## src/rtl/error_link_tx.sv

```systemverilog
// Serial transmitter for one node's signed phase-detector error: framed, even-parity, LSB first.
// Samples are taken on synchronised rising edges of sample_i; one pending slot absorbs samples arriving mid-frame.
module error_link_tx #(
  parameter int unsigned ERROR_WIDTH = 5,
  parameter int unsigned BIT_CYCLES  = 4,
  parameter int unsigned STOP_BITS   = 1,
  parameter int unsigned OVR_WIDTH   = 8
) (
  input  logic                   fpga_clk_i,
  input  logic                   reset_n_i,
  input  logic                   enable_i,
  input  logic                   sample_i,
  input  logic [ERROR_WIDTH-1:0] error_i,
  output logic                   link_o,
  output logic                   busy_o,
  output logic                   drop_o,
  output logic [OVR_WIDTH-1:0]   overrun_o
);

  localparam int unsigned CNT_W   = (BIT_CYCLES > 1) ? $clog2(BIT_CYCLES) : 1;
  localparam int unsigned IDX_MAX = (ERROR_WIDTH > STOP_BITS) ? ERROR_WIDTH : STOP_BITS;
  localparam int unsigned IDX_W   = $clog2(IDX_MAX + 1);

  typedef enum logic [2:0] {
    S_IDLE   = 3'd0,
    S_START  = 3'd1,
    S_DATA   = 3'd2,
    S_PARITY = 3'd3,
    S_STOP   = 3'd4
  } state_t;

  state_t                 r_state;
  logic                   r_s1;
  logic                   r_s2;
  logic                   r_s3;
  logic [CNT_W-1:0]       r_cnt;
  logic [IDX_W-1:0]       r_idx;
  logic [ERROR_WIDTH-1:0] r_shift;
  logic                   r_parity;
  logic                   r_pend_valid;
  logic [ERROR_WIDTH-1:0] r_pend_data;
  logic                   r_link;
  logic                   r_busy;
  logic                   r_drop;
  logic [OVR_WIDTH-1:0]   r_ovr;

  logic                   w_rise;
  logic                   w_take;
  logic                   w_bit_end;
  logic                   w_frame_end;
  logic                   w_pend_ok;
  logic [ERROR_WIDTH-1:0] w_next_word;

  assign w_rise      = r_s2 & ~r_s3;
  assign w_take      = w_rise & enable_i;
  assign w_bit_end   = (r_cnt == CNT_W'(BIT_CYCLES - 1));
  assign w_frame_end = (r_state == S_STOP) && w_bit_end && (r_idx == IDX_W'(STOP_BITS - 1));
  // A disabled link discards whatever is pending rather than sending it.
  assign w_pend_ok   = r_pend_valid & enable_i;
  assign w_next_word = w_pend_ok ? r_pend_data : error_i;

  always_ff @(posedge fpga_clk_i or negedge reset_n_i) begin
    if (!reset_n_i) begin
      r_state      <= S_IDLE;
      r_s1         <= 1'b0;
      r_s2         <= 1'b0;
      r_s3         <= 1'b0;
      r_cnt        <= '0;
      r_idx        <= '0;
      r_shift      <= '0;
      r_parity     <= 1'b0;
      r_pend_valid <= 1'b0;
      r_pend_data  <= '0;
      r_link       <= 1'b1;
      r_busy       <= 1'b0;
      r_drop       <= 1'b0;
      r_ovr        <= '0;
    end else begin
      r_s1   <= sample_i;
      r_s2   <= r_s1;
      r_s3   <= r_s2;
      r_drop <= 1'b0;

      if (!enable_i) begin
        r_pend_valid <= 1'b0;
      end

      if (r_state != S_IDLE) begin
        r_cnt <= w_bit_end ? '0 : r_cnt + CNT_W'(1);
      end

      case (r_state)
        S_IDLE: begin
          if (w_take) begin
            r_shift  <= error_i;
            r_parity <= ^error_i;
            r_link   <= 1'b0;
            r_busy   <= 1'b1;
            r_cnt    <= '0;
            r_state  <= S_START;
          end
        end
        S_START: begin
          if (w_bit_end) begin
            r_link  <= r_shift[0];
            r_shift <= r_shift >> 1;
            r_idx   <= '0;
            r_state <= S_DATA;
          end
        end
        S_DATA: begin
          if (w_bit_end) begin
            if (r_idx == IDX_W'(ERROR_WIDTH - 1)) begin
              r_link  <= r_parity;
              r_state <= S_PARITY;
            end else begin
              r_link  <= r_shift[0];
              r_shift <= r_shift >> 1;
              r_idx   <= r_idx + IDX_W'(1);
            end
          end
        end
        S_PARITY: begin
          if (w_bit_end) begin
            r_link  <= 1'b1;
            r_idx   <= '0;
            r_state <= S_STOP;
          end
        end
        S_STOP: begin
          if (w_frame_end) begin
            // Back-to-back frame: pending word first, else a sample arriving on this very edge.
            if (w_pend_ok || w_take) begin
              r_shift      <= w_next_word;
              r_parity     <= ^w_next_word;
              r_link       <= 1'b0;
              r_state      <= S_START;
              r_pend_valid <= w_pend_ok & w_take;
              if (w_pend_ok && w_take) begin
                r_pend_data <= error_i;
              end
            end else begin
              r_busy  <= 1'b0;
              r_state <= S_IDLE;
            end
          end else if (w_bit_end) begin
            r_idx <= r_idx + IDX_W'(1);
          end
        end
        default: r_state <= S_IDLE;
      endcase

      // Mid-frame samples go to the single pending slot; overwriting a full slot is an overrun.
      if ((r_state != S_IDLE) && !w_frame_end && w_take) begin
        r_pend_data  <= error_i;
        r_pend_valid <= 1'b1;
        if (r_pend_valid) begin
          r_drop <= 1'b1;
          if (r_ovr != {OVR_WIDTH{1'b1}}) begin
            r_ovr <= r_ovr + OVR_WIDTH'(1);
          end
        end
      end
    end
  end

  assign link_o    = r_link;
  assign busy_o    = r_busy;
  assign drop_o    = r_drop;
  assign overrun_o = r_ovr;

endmodule

```

## config.mk

```make
export PLATFORM = sky130hd
export DESIGN_NAME = error_link_tx
export DESIGN_NICKNAME = d
export VERILOG_FILES = /design/src/rtl/error_link_tx.sv
export SDC_FILE = /design/constraint.sdc
export NUM_CORES = 1
export LEC_CHECK = 0
export CORE_MARGIN = 1
export CORE_UTILIZATION = 60
export CTS_BUF_LIST = sky130_fd_sc_hd__clkbuf_8
export DETAILED_ROUTE_END_ITERATION = 10
export MAX_ROUTING_LAYER = met4
export PLACE_DENSITY = 0.89
export SLEW_MARGIN = 20
export SYNTH_ARGS = -nofsm -noshare
export SYNTH_HDL_FRONTEND = slang
export SYNTH_SLANG_ARGS = --single-unit
```

## constraint.sdc

```tcl
create_clock -name fpga_clk_i -period 3.5 [get_ports fpga_clk_i]
set_input_delay 0.7 -clock fpga_clk_i [delete_from_list [all_inputs] [get_ports fpga_clk_i]]
set_output_delay 0.7 -clock fpga_clk_i [all_outputs]
set_load 0.01 [all_outputs]
```

==> reports/qor.csv, run 1 <==
metric,value,unit
status,"finished, final reports clean",
final WL,3690,um
startpoint types,input pin,
crit path DAT,2.47,ns
# setup viols final,0,
DP HPWL,2700,um
post-CTS setup buffer count,0,
RR Endpoint,r_shift[1],
CP Data Required Time,3.67,ns
register area share after synthesis,0.459,
Die H,57.6,um
Final Max Tran Viols,0,
Period minus WS final,2.30,ns
syn nets,186,
count of cell types in the netlist,45,
reg2reg start,r_cnt[0],
Syn Std Cell Area,1860,um2
Register Area,852,um2
yosys warns,0,
post-CTS sizing,0,
PD cells,809,nW/um2
min-delay src,r_s1,
Worst setup EP type,flip-flop,
total number of vias,1414,
CTS sink cnt,34,
final hold violations,0,
Hold Buf Count CTS,0,
CTS HTree Levels,2,
ANT nets after route,0,
ranking of synthesized cells by area,"dfrtp_1 (45%), mux2_2 (6.7%), xnor2_1 (6.6%)",
Synth top area share,0.445,
CTS tree,built,
CTS max path bufs,2,
antenna cells,0,
Mapped Cells,173,
Total GRT Usage,0.267,
nets@finish,207,
Die W,57.6,um
First-pass DRT Iterations,4,
number of synthesized flops with an enable pin,0,
share of cells above drive strength 1,0.133,
I/O pins,20,
hold crit path type,flip-flop to flip-flop,
area growth from synthesis to layout,16.7,%
Crit Path Category,input pin to flip-flop,
end of the worst hold path,r_s2,
largest net degree at the start of global routing,35,
Mapped Avg Cell Area,10.7,um2
DRT iter0 DRCs,116,
row count,19,
Buffers on Ports,19,
Filler Cell Count,187,
full die area,3320,um2
synthesized flop and latch total,34,
Reg2Reg Depth,5,
Min-Delay Path Depth,0,
Setup WS pre-CTS,0.935,ns
Tightest Pin Transition,0.838,ns
initial antenna violation count,0,
Worst IR Drop VDD,568,uV
drt wl/cell,16.3,um
Multi-input gate area,930,um2
Post-synth ARST share,1.00,
Most used DFF post-synth,dfrtp_1,
number of global-route vias before repair,1377,
clk root buf,clkbuf_8,
RSZ-0062 raised after global routing,no,
clk_skew,0.0105,ns
setup TNS,0,ns
crit share post-route,0.658,
max-cap violations,0,
r2r setup slk,1.29,ns
vias per inst,6.26,
crit-path max FO,8,
leading area contributor after synthesis,dfrtp_1,
Worst-path clk slew,0.06,ns
worst setup margin,1.20,ns
RD Place Congestion,0.822,
Worst slew margin,0.437,
total CTS buffers,5,
total gr overflow,0,
Initial Utilization,0.650,
worst skew pair latency,0.29,ns
first-pass GRT wire length,6280,um
core area,2850,um2
DRC Markers,0,
P_leak,0.000995,uW
fmax,0.434,GHz
[sequential cells by signal, indices dropped and copies added, names as in the netlist, 2 cells and up]
signal	count
r_shift	5
r_cnt	2
r_idx	3
r_pend_data	5
r_state	3
overrun_o	8
[cell type report]
cell class	count	area share
multi-input combinational	123	0.429
sequential	34	0.393
timing repair buffer	20	0.0913
clock buffer	8	0.0508
tap	31	0.0179
inverter	10	0.0173
[cell families after synthesis]
group	Yosys count	synth area share
and+or+nand+nor	46	0.137
AOI/OAI and AO/OA	43	0.172
DFF	34	0.459
xor gates and xnor gates	17	0.0877
buffers and inverters	16	0.0398
muxes	13	0.0775
adders and majority gates	4	0.0270
[through the flow]
stage	power [uW]	instances	hold WS, ns	utilization	instance area [um2]
floorplan	1230	173	0.331	-	1860
global placement	1370	218	0.339	0.721	2060
detailed placement	1420	218	0.340	0.721	2060
CTS	1760	226	0.355	0.759	2170
global route	1870	226	0.358	0.759	2170
finish	1750	226	0.353	0.759	2170
[synth_stat cells, types with 2 or more instances]
library cell and count:
nor2_1 7, a21o_1 4, nor2b_1 3, nand2b_1 2
a22o_1 5, o31ai_1 2, mux2_2 11, xnor2_1 14
nand3_1 6, mux2i_1 2, a221o_1 2, o21ai_0 9
nor3_1 3, dfrtp_1 33, and3b_1 3, nand4_1 4
o22ai_1 3, ha_1 4, clkbuf_1 2, nand2_1 12
inv_1 10, buf_2 2, xor2_1 2, a21oi_1 7
[placed cells by master (no fill, tap or decap), types with 2 or more instances in the layout]
| master | count |
|---|---|
| nand2_1 | 12 |
| xor2_1 | 2 |
| nand4_1 | 4 |
| mux2_2 | 11 |
| ha_1 | 4 |
| a21oi_1 | 7 |
| clkbuf_8 | 8 |
| xnor2_1 | 14 |
| o22ai_1 | 3 |
| dfrtp_1 | 33 |
| nor3_1 | 3 |
| inv_1 | 10 |
| nor2_1 | 7 |
| and3b_1 | 3 |
| o21ai_0 | 9 |
| o31ai_1 | 2 |
| a221o_1 | 2 |
| nand3_1 | 6 |
| clkdlybuf4s50_1 | 19 |
| nand2b_1 | 2 |
| nor2b_1 | 3 |
| a22o_1 | 5 |
| a21o_1 | 4 |
| mux2i_1 | 2 |
[critical path: stages]
cell             delay, ns
clkdlybuf4s50_1       0.56
and3b_1               0.27
o2111ai_2             0.15
a41oi_2               0.40
mux2_2                0.38
[report_power, final]
part | switching (uW) | leakage, uW | total [uW] | internal, uW
clock | 135 | 0.0000575 | 333 | 198
sequential | 147 | 0.000428 | 674 | 527
combinational | 358 | 0.000510 | 745 | 387
total | 640 | 0.000995 | 1750 | 1110
[layer usage]
layer | global-route usage | routed length [um] | part of all wire
met1 | 0.322 | 1600 | 0.43
met2 | 0.430 | 1860 | 0.51
met3 | 0.0625 | 175 | 0.047
met4 | 0.118 | 43 | 0.012
met5 | - | 0 | 0
[worst max-delay path by stage]
stage / start / end
2_1_floorplan: r_cnt[0] / r_shift[0]
3_3_place_gp: enable_i / overrun_o[1]
3_5_place_dp: enable_i / overrun_o[1]
4_1_cts: enable_i / overrun_o[1]
5_1_grt: enable_i / overrun_o[1]
6_report: enable_i / overrun_o[1]
Note: power is estimated with default switching activity, not from simulation.
==> inputs of run 2 (changes only) <==
--- a/config.mk
+++ b/config.mk
@@ -6,11 +6,11 @@
 export NUM_CORES = 1
 export LEC_CHECK = 0
 export CORE_MARGIN = 1
-export CORE_UTILIZATION = 60
+export CORE_UTILIZATION = 52
 export CTS_BUF_LIST = sky130_fd_sc_hd__clkbuf_8
 export DETAILED_ROUTE_END_ITERATION = 10
 export MAX_ROUTING_LAYER = met4
-export PLACE_DENSITY = 0.89
+export PLACE_DENSITY = 0.82
 export SLEW_MARGIN = 20
 export SYNTH_ARGS = -nofsm -noshare
 export SYNTH_HDL_FRONTEND = slang
==> constraint.sdc (replaced) <==
create_clock -name fpga_clk_i -period 2.1 [get_ports fpga_clk_i]
set_input_delay 0.42 -clock fpga_clk_i [delete_from_list [all_inputs] [get_ports fpga_clk_i]]
set_output_delay 0.42 -clock fpga_clk_i [all_outputs]
set_load 0.01 [all_outputs]
==> run 2 against run 1 <==
Net effect: via count grew 3.4%; clock skew decreased by 0.0071 ns; sequential cell count unchanged; clock power is 52% higher; critical path depth increased by 1; hold slack lost 0.0018 ns; sequential power up 56%; routed wire length rose by 3.6%; final cell count rose by 12%; setup slack got worse by 1.1 ns; first-iteration DRC count decreased by 37%; highest routed layer unchanged.
==> reports/qor.csv, run 2 (synthesis results as in run 1) <==
metric,value,unit,change
Die W,61.7,um,+7.2%
Net Sw Power,1120,uW,+75%
first-pass GRT wire length,6070,um,-3.4%
crit path DAT,2.18,ns,-0.29 ns
crit share post-route,0.954,,
reg2reg start,r_idx[0],,
status,"finished, final reports clean",,
max-cap violations,0,,unchanged
total number of vias,1462,,+3.4%
nets@finish,220,,+6.3%
total CTS buffers,5,,unchanged
Initial Utilization,0.547,,-0.103
crit-path max FO,5,,-3
antenna cells,0,,unchanged
Comb power frac,0.480,,+0.055
Worst path max stage delay,0.40,ns,-0.16 ns
Total Power,3000,uW,+71%
DRC Markers,0,,unchanged
Post-Layout Cell Count,254,,+12%
CP Depth,6,,+1
startpoint types,flip-flop,,
r2r setup slk,0.1,ns,-1.19 ns
Die H,61.7,um,+7.2%
P_leak,0.00105,uW,+5.9%
largest net degree at the start of global routing,35,,unchanged
DP HPWL,2790,um,+3.3%
area growth from synthesis to layout,23.1,%,
cell count after placement,246,,+13%
Worst slew margin,0.717,,+0.280
worst skew pair latency,0.29,ns,about the same
PD cells,1310,nW/um2,+62%
"critical path, cell by cell",inv_1 > ha_1 > and3b_1 > a221o_1 > o211ai_4 > mux2_2,,
CP top delay family,compound AO/OA/AOI/OAI gates,,
Hold Buf Count CTS,0,,unchanged
"commonest non-fill, non-tap cell in the layout",dfrtp_1,,
Internal Power,1880,uW,+69%
Largest register FFs,8,,unchanged
Util after Layout,0.674,,-0.0855
First-pass DRT Iterations,4,,unchanged
Reg2Reg Depth,6,,+1
hold crit path type,flip-flop to flip-flop,,
Worst IR Drop VDD,997,uV,+75%
core area,3390,um2,+19%
full die area,3810,um2,+15%
DRT iter0 DRCs,73,,-37%
number of global-route vias before repair,1357,,-1.5%
CTS HTree Levels,2,,unchanged
Final Max Tran Viols,0,,unchanged
RD Place Congestion,0.868,,+5.5%
Clk pwr share,0.169,,-0.021
Worst Path Buf+Inv,1,,unchanged
CP Data Required Time,2.28,ns,-1.39 ns
CTS max path bufs,2,,unchanged
final hold violations,0,,unchanged
total gr overflow,0,,unchanged
Crit Path Category,flip-flop to flip-flop,,
"Slowest-stage cell, CP",a221o_1,,
crit path from,r_idx[0],,
clk_skew,0.00333,ns,-0.00713 ns
share of cells above drive strength 1,0.192,,+0.0590
ANT nets after route,0,,unchanged
CTS sink cnt,34,,unchanged
# setup viols final,0,,unchanged
CTS tree,built,,
RSZ-0062 raised after global routing,no,,
vias per inst,5.76,,-8.0%
CP Capture Point,r_shift[3],,
Tightest Pin Transition,0.423,ns,-0.415 ns
drt wl/cell,15.0,um,-7.8%
fmax,0.499,GHz,
Worst setup EP type,flip-flop,,
most frequent cells in the layout,"dfrtp_1 (33), clkdlybuf4s50_1 (19), xnor2_1 (14), buf_4 (14), nand2_1 (12)",,
clk root buf,clkbuf_8,,
Period minus WS final,2.00,ns,
I/O pins,20,,unchanged
final WL,3820,um,+3.6%
row count,21,,+2
initial antenna violation count,0,,unchanged
RR Endpoint,r_shift[3],,
Buffers on Ports,19,,unchanged
post-CTS setup buffer count,0,,unchanged
Seq pwr share,0.351,,-0.034
Total GRT Usage,0.229,,-0.0388
switching fraction of total power,0.374,,+0.00842
Worst-path clk slew,0.07,ns,about the same
==> run 2: how the worst min path moves through the flow <==
stage / startpoint / end / slack [ns] / cells after the start
final: r_s1 / r_s2 / 0.35 / 0
after global routing: r_s1 / r_s2 / 0.36 / 0
after CTS: r_s1 / r_s2 / 0.35 / 0
after detailed placement: r_s1 / r_s2 / 0.34 / 0
after global placement: r_s1 / r_s2 / 0.33 / 0
after floorplan: reset_n_i / busy_o / 0.12 / 0
==> run 2: area by class of cell <==
cell class                      count  area (um2)
Multi-Input combinational cell    123         946
Fill cell                         236        1110
Clock buffer                        6        82.6
Sequential cell                    34         852
Clock inverter                      2        12.5
Timing Repair Buffer               33         295
Tap cell                           46        57.6
Inverter                           10        37.5
==> run 2: timing repair <==
item | CTS | global route
endpoints found under the setup margin | 0 | 5
hold endpoints to repair | 0 | 0
resized for setup | 0 | 2
==> run 2: routing by layer <==
layer  GRT usage  up-vias  routed length, um
met5           -        -                  0
met3      0.0497        7                139
met4      0.0857        0                 61
li1            -      695                  -
met2       0.373       29               1930
met1       0.279      731               1690
==> run 2: stage by stage <==
step           hold slack (ns)  TNS (ns)  worst slack [ns]  cell area [um2]
2_1_floorplan            0.124         0             0.143             1860
3_3_place_gp             0.334         0            0.0362             2170
3_5_place_dp             0.338   -0.0424           -0.0183             2170
4_1_cts                  0.354         0            0.0238             2270
5_1_grt                  0.364         0            0.0222             2280
6_report                 0.351         0            0.0968             2280
==> run 2: power groups by stage <==
stage | combinational [uW] | sequential (uW) | clock (uW)
floorplan | 1030 | 1020 | 0
detailed placement | 1390 | 1060 | 0
CTS | 1400 | 1050 | 516
global placement | 1340 | 1030 | 0
global route | 1570 | 1080 | 540
finish | 1440 | 1050 | 507
